**config.mk**
```make
export PLATFORM = sky130hd
export DESIGN_NAME = loop_iter_fu
export DESIGN_NICKNAME = d
export VERILOG_FILES = /design/src/rtl/loop_iter_pkg.sv /design/src/rtl/loop_iter_calc.sv /design/src/rtl/loop_iter_fu.sv
export SDC_FILE = /design/constraint.sdc
export NUM_CORES = 1
export LEC_CHECK = 0
export ABC_AREA = 0
export BUFFER_PORTS_ARGS = -buffer_cell sky130_fd_sc_hd__clkbuf_2
export CORE_MARGIN = 4
export CORE_UTILIZATION = 57
export DETAILED_ROUTE_END_ITERATION = 8
export GPL_ROUTABILITY_DRIVEN = 0
export PLACE_DENSITY = 0.92
export SYNTH_ARGS = -nofsm -noshare
export SYNTH_HDL_FRONTEND = slang
export SYNTH_SLANG_ARGS = --single-unit
export TNS_END_PERCENT = 20
```
**constraint.sdc**
```tcl
create_clock -name clk -period 4.5 [get_ports clk]
set_input_delay 0.9 -clock clk [delete_from_list [all_inputs] [get_ports clk]]
set_output_delay 0.9 -clock clk [all_outputs]
set_load 0.005 [all_outputs]
```
**src/rtl/loop_iter_pkg.sv**
```systemverilog
// Shared types and the index-step arithmetic for the loop iterator FU.
// step_eval works at MAXW bits and masks down to the instance width w.
package loop_iter_pkg;

  typedef enum logic {ST_IDLE = 1'b0, ST_RUN = 1'b1} state_e;

  localparam int unsigned MAXW = 64;

  // Returns {ovf, pred, next}; bits of next above w are always zero.
  function automatic logic [MAXW+1:0] step_eval(input logic [MAXW-1:0] i,
                                                input logic [MAXW-1:0] bnd,
                                                input logic [MAXW-1:0] step,
                                                input int unsigned     w,
                                                input logic            sgn);
    logic [MAXW:0]   sum;
    logic [MAXW:0]   carry_bit;
    logic [MAXW-1:0] mask, sbit, nxt, bm;
    logic            ovf, lt, si, ss, sn;
    mask      = (MAXW'(1) << w) - MAXW'(1);
    sbit      = MAXW'(1) << (w - 1);
    carry_bit = (MAXW+1)'(1) << w;
    sum       = {1'b0, i & mask} + {1'b0, step & mask};
    nxt       = sum[MAXW-1:0] & mask;
    bm        = bnd & mask;
    si        = |(i & sbit);
    ss        = |(step & sbit);
    sn        = |(nxt & sbit);
    if (sgn) begin
      ovf = (si == ss) && (sn != si);
      // flipping the sign bit turns a signed compare into an unsigned one
      lt  = (nxt ^ sbit) < (bm ^ sbit);
    end else begin
      ovf = |(sum & carry_bit);
      lt  = nxt < bm;
    end
    return {ovf, lt && !ovf, nxt};
  endfunction

endpackage

```
**src/rtl/loop_iter_calc.sv**
```systemverilog
// Combinational datapath: next index, overflow, loop predicate and the
// base+idx address adders for one token.
module loop_iter_calc
  import loop_iter_pkg::*;
#(
  parameter int           W      = 32,
  parameter logic [W-1:0] STEP   = W'(1),
  parameter int           NADDR  = 1,
  parameter int           SIGNED = 0
) (
  input  logic [W-1:0]       idx_i,
  input  logic [W-1:0]       bound_i,
  input  logic [NADDR*W-1:0] base_i,
  output logic [W-1:0]       next_o,
  output logic               pred_o,
  output logic               ovf_o,
  output logic [NADDR*W-1:0] addr_o
);

  logic [MAXW+1:0] res;
  logic            calc_unused;

  assign res    = step_eval(MAXW'(idx_i), MAXW'(bound_i), MAXW'(STEP), W, SIGNED != 0);
  assign next_o = res[W-1:0];
  assign pred_o = res[MAXW];
  assign ovf_o  = res[MAXW+1];
  assign calc_unused = ^res[MAXW-1:0];

  for (genvar k = 0; k < NADDR; k++) begin : g_addr
    assign addr_o[k*W +: W] = base_i[k*W +: W] + idx_i;
  end

endmodule

```
**src/rtl/loop_iter_fu.sv**
```systemverilog
// Handshaked loop iterator: single-step (AUTO=0) or self-iterating (AUTO=1)
// with a registered output stage and valid/ready on both sides.
module loop_iter_fu
  import loop_iter_pkg::*;
#(
  parameter int           W      = 32,
  parameter logic [W-1:0] STEP   = W'(1),
  parameter int           NPRED  = 4,
  parameter int           NADDR  = 1,
  parameter int           SIGNED = 0,
  parameter int           AUTO   = 0
) (
  input  logic               clk,
  input  logic               rst_n,
  input  logic               in_valid,
  output logic               in_ready,
  input  logic [W-1:0]       in_idx,
  input  logic [W-1:0]       in_bound,
  input  logic [NADDR*W-1:0] in_base,
  output logic               out_valid,
  input  logic               out_ready,
  output logic [NPRED-1:0]   out_pred,
  output logic [W-1:0]       out_next,
  output logic [NADDR*W-1:0] out_addr,
  output logic               out_last,
  output logic               out_ovf,
  output logic               busy
);

  state_e             state_q;
  logic [W-1:0]       i_q, bound_q, next_q;
  logic [NADDR*W-1:0] base_q, addr_q;
  logic               out_valid_q, pred_q, last_q, ovf_q;

  logic               load_en, run, take;
  logic [W-1:0]       c_idx, c_bound, c_next;
  logic [NADDR*W-1:0] c_base, c_addr;
  logic               c_pred, c_ovf;

  assign load_en  = !out_valid_q || out_ready;
  assign run      = (AUTO != 0) && (state_q == ST_RUN);
  assign in_ready = load_en && !run;
  assign take     = load_en && (run || in_valid);
  assign c_idx    = run ? i_q     : in_idx;
  assign c_bound  = run ? bound_q : in_bound;
  assign c_base   = run ? base_q  : in_base;

  loop_iter_calc #(.W(W), .STEP(STEP), .NADDR(NADDR), .SIGNED(SIGNED)) u_calc (
    .idx_i   (c_idx),
    .bound_i (c_bound),
    .base_i  (c_base),
    .next_o  (c_next),
    .pred_o  (c_pred),
    .ovf_o   (c_ovf),
    .addr_o  (c_addr)
  );

  always_ff @(posedge clk or negedge rst_n) begin
    if (!rst_n) begin
      state_q     <= ST_IDLE;
      i_q         <= '0;
      bound_q     <= '0;
      base_q      <= '0;
      out_valid_q <= 1'b0;
      next_q      <= '0;
      addr_q      <= '0;
      pred_q      <= 1'b0;
      last_q      <= 1'b0;
      ovf_q       <= 1'b0;
    end else if (load_en) begin
      out_valid_q <= take;
      if (take) begin
        next_q <= c_next;
        addr_q <= c_addr;
        pred_q <= c_pred;
        ovf_q  <= c_ovf;
        last_q <= !c_pred;
        if (AUTO != 0) begin
          i_q <= c_next;
          if (!run) begin
            bound_q <= in_bound;
            base_q  <= in_base;
          end
          state_q <= c_pred ? ST_RUN : ST_IDLE;
        end
      end
    end
  end

  assign out_valid = out_valid_q;
  assign out_pred  = {NPRED{pred_q}};
  assign out_next  = next_q;
  assign out_addr  = addr_q;
  assign out_last  = last_q;
  assign out_ovf   = ovf_q;
  assign busy      = run;

endmodule

```
# [After elaboration in Yosys (flattened, before gate mapping)]
# Cells that the tools add are included.
[word_totals] wordCells=16 output_inout_bits=73 input_bits=100 reg_bits=68
[classes] add_sub_neg=2 order_cmp=1 reduce_logical=7
[ops] operator="32-bit by 1-bit adder with 33-bit output (second input constant)" count=1
[ops] operator="32-bit adder" count=1
[ops] operator="32-bit < comparator" count=1
[ops] operator="1-bit zero test" count=3
[ops] operator="1-bit logical AND" count=2
[ops] operator="2-bit AND reduction" count=1
[ops] operator="1-bit logical OR" count=1

# [Logic depth before layout (Yosys ltp)]
# Gate-level depths: netlist of the first run.
[depth] depth_word=4 depth_mapped=16 ltp_nobuf=16

# [By module]
# Synthesis of the first run repeated with hierarchy kept, for this count alone.
[unflattened] cells_unflattened=588 area_unflattened_um2=5790.6
[modules_own_cells] mod="loop_iter_calc" seq_area_each_um2=0.0 cells_each=436 area_each_um2=3095.5 instances=1
[modules_own_cells] mod="loop_iter_fu" seq_area_each_um2=1701.6 cells_each=152 area_each_um2=2695.1 instances=1

# [Least setup slack after synthesis of the first run]
# No wires, ideal clock.
[synth_timing] path_kind="input port to flip-flop" startpoint="in in_idx[6]" endpoint="reg last_q (netlist: out_last)" required_time_ns=4.377 path_slack_ns=0.641 t_arrival_ns=3.736 setup_ns=0.123 path_stages=16 n_path_buf=0 path_cell_list="nand4_1 > or3_1 > or2_1 > nor3_2 > and3_1 > nand4_1 > xnor2_2 > ha_1 > a21o_1 > a21o_1 > a21oi_1 > o21a_1 > o211ai_1 > a211o_1 > a21oi_1 > nor2_1"
[synth_between] elab_chain_len=4 elab_cells_between_ends=5 classes_between="add/sub: 1; order compare: 1; reduce/logical: 3"
[synth_rtl] element="start, declared" line_no="loop_iter_fu.sv:17" source="input logic [W-1:0] in_idx,"
[synth_rtl] element="32-bit by 1-bit adder with 33-bit output" line_no="loop_iter_pkg.sv:22" source="sum = {1'b0, i & mask} + {1'b0, step & mask};"
[synth_rtl] element="named net c_next[25]" line_no="loop_iter_fu.sv:36" source="logic [W-1:0] c_idx, c_bound, c_next;"
[synth_rtl] element="32-bit < comparator" line_no="loop_iter_pkg.sv:34" source="lt = nxt < bm;"
[synth_rtl] element="1-bit logical AND" line_no="loop_iter_pkg.sv:36" source="return {ovf, lt && !ovf, nxt};"
[synth_rtl] element="1-bit zero test" line_no="loop_iter_fu.sv:77" source="last_q <= !c_pred;"
[synth_rtl] element="end signal, assigned" line_no="loop_iter_fu.sv:77"
[synth_rtl] element="end, declared" line_no="loop_iter_fu.sv:33" source="logic out_valid_q, pred_q, last_q, ovf_q;"
# The timed path passes the listed nets, and every way through them passes these cells.
# A chain may end at the register's enable or synchronous reset.

# [Worst setup path in the final report of the first run]
[layout_timing] startpoint="in in_idx[5]" endpoint="reg last_q (netlist: out_last)"
# Same word-level chain as after synthesis.

==> run metrics, run 1 <==
largest family of logic cells by synthesized area simple AND/OR/NAND/NOR gates; Worst R2R Setup Slack 2410 ps; final setup margin 447 ps; Initial Utilization 59.5%; final setup fails 0; Pre-Repair DR Iteration Count 5; gr usage total 28.2%; Leakage 3.55 nW; post-route ant nets 0; layout cell share with drive strength beyond 1 24.8%; vias 5538; Detailed Route WL 16200 um; Post-DP Area 6510 um^2; Die Width 107 um; Max-Cap Viols 0; share of the synthesized area in the top cell type 30.4%; Slew HR 34.1%; height of the die 107 um; Synth async-reset ratio 100%; fillers 755; synthesized area per cell 8.25 um^2; Final Skew 10.6 ps; Die ar. 11500 um^2; unrepaired setup endpoints after global routing false; mux contribution to synthesized area 2.01%; PostCTS Resize Cnt 0; post-synthesis sequential area ratio 30.4%; CTS sink cnt 68; total CTS buffers 9; Synth Area in Compound Gates 18.6%; pre-CTS setup slack 144 ps; CTS H-Tree Depth 3; IO buf count 171; setup bufs post-CTS 0; worst path required time 4740 ps; Max VDD drop 170 uV; most frequent cells after synthesis nand2_1, dfrtp_1, ha_1; n_diodes 0; DRC 0; Mapped Area 5600 um^2; vias in the first global route 5392; clk_lat worst skew 350 ps; prevailing post-synth register cell dfrtp_1; post-synthesis xor/xnor area fraction 8.73%; pwr/cell area 303 nW/um^2; crit path DAT 4300 ps; Synth cell types 56; period utilization 90.1%; fin. max-slew vios 0; top cells by area, synth dfrtp_1, ha_1, nand2_1, xnor2_1, xor2_1; routed wire length per instance 16.6 um; nets 1005; worst-path fanout max 6; YS warnings 0; Remaining Overflow, GRT 0; Detailed Place HPWL 13000 um; vias per cell 5.68; initial antenna violation count 0; CTS max path bufs 2; CTS Hold Bufs 0; setup TNS 0 ps; clock slew at reported path FFs 80 ps; final instance area 6730 um^2; largest net degree at the start of global routing 56; post-synthesis adder-cell area fraction 14.4%; initial DRC count 361; Syn Inst Count 679; Post-synth EDFFs 0; Area growth syn-to-layout 20.1%; num rows 35; Syn Nets 843; crit path time final 4050 ps; CTS tree done; Hold Crit Class flop to flop; WS Path Type primary input to flop; worst slew pin tran 988 ps; Post-Synth Simple-Gate Area 20.1%; critical path capture point type flop; Final Hold Fails 0; Seq cells post-synth 68; Critical Path Start Type primary input; largest area contributor in the netlist dfrtp_1; Ports 173; core area 9420 um^2; Max Fclk 247 MHz; status completed; CTS root buf clkbuf_8; global-route wire length before repair 25700 um; top-count cell post-synth nand2_1
[cells in the final DEF (no fill, tap or decap), drive strengths merged, types with 3 or more instances in the layout]
master  Yosys  layout
a2111o      4       4
a211o       3       3
a211oi      3       3
a21o       26      26
a21oi      41      41
a221o       3       3
a31oi       3       3
and2        5       5
and3        6       6
buf        12       4
clkbuf     11     179
dfrtp      68      68
ha         63      63
inv        49      51
mux2       10      10
nand2     114     114
nand2b      5       5
nand3      21      21
nand4      18      18
nor2       53      53
nor2b       3       3
nor3       15      15
o211ai      6       6
o21a        8       8
o21ai      41      41
o21bai      5       5
o31ai       4       4
or3         3       3
xnor2      29      29
xor2       26      26
[routing by layer]
metal | track usage [%] | wire length (um)
met1 | 35.4 | 6660
met2 | 47.4 | 7620
met3 | 7.22 | 1490
met4 | 8.86 | 433
met5 | 0 | 0
[report_power, final]
| part | switching (mW) | internal, mW |
|---|---|---|
| sequential | 0.0639 | 0.718 |
| combinational | 0.374 | 0.297 |
| clock | 0.268 | 0.316 |
[critical path: stages]
cell	delay (ps)
clkbuf_2	150
nand4_1	190
or3_1	420
or2_1	290
nor3_2	210
and3_1	230
nand4_1	160
xnor2_2	180
ha_1	320
a21o_1	180
a21o_1	170
a21oi_1	140
o21a_1	130
o211ai_1	100
a211o_1	290
a21oi_1	180
nor2_1	70
[flip-flops by register name, indices dropped and copies added (netlist names)]
register   count
out_next      32
out_ovf        1
out_valid      1
out_last       1
out_addr      32
pred_q         1
[cells by family (layout without fill, tap and decap cells)]
family | Yosys count | in the layout
DFF | 68 | 68
other | 1 | 1
and+or+nand+nor | 250 | 250
adders and majority gates | 64 | 64
AOI/OAI and AO/OA | 159 | 159
muxes | 10 | 10
buffers and inverters | 72 | 239
xor gates and xnor gates | 55 | 55
[per-stage QoR]
step / utilization, % / instances / hold WS (ps) / power, mW
finish: 71.5 / 975 / 483 / 2.04
CTS: 71.5 / 975 / 485 / 2.04
global placement: 69.1 / 959 / 459 / 1.44
floorplan: - / 679 / 463 / 1.18
detailed placement: 69.1 / 959 / 466 / 1.46
global route: 71.5 / 975 / 499 / 2.17
[final timing paths]
kind,from,to,depth (start not counted)
max in group asynchronous,rst_n,out_addr[20],2
min reg2reg,out_addr[19],out_addr[19],2
max,in_idx[5],out_last,17
min in group asynchronous,rst_n,out_next[2],1
min,out_addr[19],out_addr[19],2
max reg2reg,out_valid,out_last,7
[layout make-up]
class	count	area (um^2)	share of cell area [%]
sequential	68	1700	25.3
timing repair buffer	174	878	13.1
inverter	49	184	2.73
clock inverter	7	98.8	1.47
clock buffer	9	124	1.84
tap	129	161	2.40
multi-input combinational	539	3580	53.2
Note: power is estimated with default switching activity, not from simulation.
==> run 2: changes to the inputs <==
--- a/config.mk
+++ b/config.mk
@@ -8,10 +8,11 @@
 export ABC_AREA = 0
 export BUFFER_PORTS_ARGS = -buffer_cell sky130_fd_sc_hd__clkbuf_2
 export CORE_MARGIN = 4
-export CORE_UTILIZATION = 57
+export CORE_UTILIZATION = 58
+export CTS_BUF_LIST = sky130_fd_sc_hd__clkbuf_2
 export DETAILED_ROUTE_END_ITERATION = 8
 export GPL_ROUTABILITY_DRIVEN = 0
-export PLACE_DENSITY = 0.92
+export PLACE_DENSITY = 0.93
 export SYNTH_ARGS = -nofsm -noshare
 export SYNTH_HDL_FRONTEND = slang
 export SYNTH_SLANG_ARGS = --single-unit
==> run 2 against run 1 <==
Against the previous run: via count decreased by 0.25%; critical path depth unchanged; sequential cell count is the same; worst setup slack gained 240 ps; clock power shrank 36%; non-clock buffer count up 1; fmax grew 6.3%; combinational power barely moved; cell area decreased by 1.5%; first-iteration DRC count is 9.7% lower; clock skew rose by 14 ps; highest routed layer unchanged.
==> run metrics, run 2 (synthesis results as in run 1) <==
pwr/cell area 276 nW/um^2 (-9.0%); worst path required time 4930 ps (+190 ps); worst slew pin tran 955 ps (-32.9 ps); period utilization 84.7% (-5.4 points); Remaining Overflow, GRT 0 (unchanged); vias per cell 5.66 (-0.35%); post-route ant nets 0 (unchanged); Hold Crit Class primary input to asynchronous set/reset pin; CTS H-Tree Depth 3 (unchanged); sw power 0.682 mW (-3.5%); WS Path Type primary input to flop; CTS sink cnt 68 (unchanged); Area growth syn-to-layout 18.4%; IO buf count 171 (unchanged); critical path capture point type flop; num rows 35 (unchanged); Max Fclk 262 MHz (+6.3%); fin. max-slew vios 0 (unchanged); Clk pwr share 20.5% (-8.2 points); Pre-Repair DR Iteration Count 6 (+1); Final Hold Fails 0 (unchanged); routed wire length per instance 16.4 um (-1.3%); vias in the first global route 5361 (-0.57%); setup bufs post-CTS 0 (unchanged); Setup crit end out_last; CTS max path bufs 2 (unchanged); CTS Hold Bufs 0 (unchanged); Die Width 106 um (-0.80%); origin of the worst setup path in_idx[5]; Worst R2R Setup Slack 2610 ps (+200 ps); final setup fails 0 (unchanged); nets 1006 (+0.10%); crit path time final 3810 ps (-241 ps); initial DRC count 326 (-9.7%); unrepaired setup endpoints after global routing false; initial antenna violation count 0 (unchanged); crit path DAT 4240 ps (-60 ps); Slew HR 36.3% (+2.2 points); DRC 0 (unchanged); largest net degree at the start of global routing 58 (+3.6%); worst-path fanout max 6 (unchanged); Initial Utilization 60.1% (+0.56 points); Max VDD drop 189 uV (+11%); vias 5524 (-0.25%); Sw Ratio 37.3% (+2.6 points); fillers 777 (+2.9%); total CTS buffers 9 (unchanged); RR Endpoint out_addr[28]; CTS tree done; Final Skew 24.2 ps (+13.5 ps); Ports 173 (unchanged); most frequent cells in the layout clkbuf_2, nand2_1, dfrtp_1; PostCTS Resize Cnt 0 (unchanged); Detailed Place HPWL 13100 um (+0.30%); layout cell share with drive strength beyond 1 24.9% (+0.089 points); internal power 1.15 mW (-14%); clk_lat worst skew 500 ps (+150 ps); height of the die 106 um (-0.80%); most common cell after layout, fill and taps aside clkbuf_2; global-route wire length before repair 25400 um (-1.4%); setup TNS 0 ps (unchanged); combinational power share 36.8% (+3.8 points); Leakage 3.52 nW (-0.95%); CTS root buf clkbuf_2; FF-to-FF path depth 5 (-2); Die ar. 11300 um^2 (-1.6%); n_diodes 0 (unchanged); pre-CTS setup slack 147 ps (+3.15 ps); Detailed Route WL 16000 um (-1.2%); sequential power share 42.7% (+4.3 points); gr usage total 27.9% (-0.23 points); final setup margin 687 ps (+241 ps); core area 9330 um^2 (-0.93%); Max-Cap Viols 0 (unchanged); Critical Path Start Type primary input; RR Startpoint out_valid; clock slew at reported path FFs 230 ps (+150 ps); status completed
## run 2: power groups by stage
stage | clock network (mW) | logic, mW | registers [mW]
after floorplan | 0 | 0.386 | 0.793
after global placement | 0 | 0.650 | 0.789
after detailed placement | 0 | 0.669 | 0.792
after CTS | 0.381 | 0.673 | 0.780
after global routing | 0.411 | 0.750 | 0.794
final | 0.375 | 0.672 | 0.780
## run 2: metrics by stage
| stage | hold slack (ps) | power, mW | cell area (um^2) | util, % | std cells |
|---|---|---|---|---|---|
| after floorplan | 463 | 1.18 | 5600 | - | 679 |
| after global placement | 454 | 1.44 | 6520 | 69.8 | 960 |
| after detailed placement | 470 | 1.46 | 6520 | 69.8 | 960 |
| after CTS | 494 | 1.83 | 6630 | 71.1 | 976 |
| after global routing | 508 | 1.96 | 6630 | 71.1 | 976 |
| final | 476 | 1.83 | 6630 | 71.1 | 976 |
## run 2: layer usage
layer / vias to the layer above / GRT usage, % / share of wire (%)
li1: 2696 / - / -
met1: 2538 / 35.6 / 41
met2: 259 / 47.5 / 47
met3: 31 / 6.50 / 9.8
met4: 0 / 7.59 / 2.2
met5: - / 0 / 0
## run 2: final cells by class
type | count | area [um^2] | share of cell area [%]
Multi-Input combinational cell | 539 | 3580 | 54.0
Clock buffer | 10 | 50.0 | 0.755
Clock inverter | 6 | 65.1 | 0.981
Inverter | 49 | 184 | 2.77
Timing Repair Buffer | 175 | 886 | 13.4
Tap cell | 129 | 161 | 2.43
Sequential cell | 68 | 1700 | 25.7
## run 2: worst min path at each step
stage	startpoint	endpoint	slack [ps]
2_1_floorplan	out_addr[8]	out_addr[8]	460
3_3_place_gp	out_addr[8]	out_addr[8]	450
3_5_place_dp	out_next[10]	out_next[10]	470
4_1_cts	rst_n	out_next[5]	490
5_1_grt	rst_n	out_next[5]	510
6_report	rst_n	out_next[5]	480
## run 2: critical path: stages
cell      delay [ps]
clkbuf_2         150
nand4_1          190
or3_1            430
or2_1            310
nor3_2           220
and3_1           220
nand4_1          140
xnor2_2          170
ha_1             290
a21o_1           160
a21o_1           170
a21oi_1          140
o21a_1           130
o211ai_1         100
a211o_1          290
a21oi_1          160
nor2_1            70
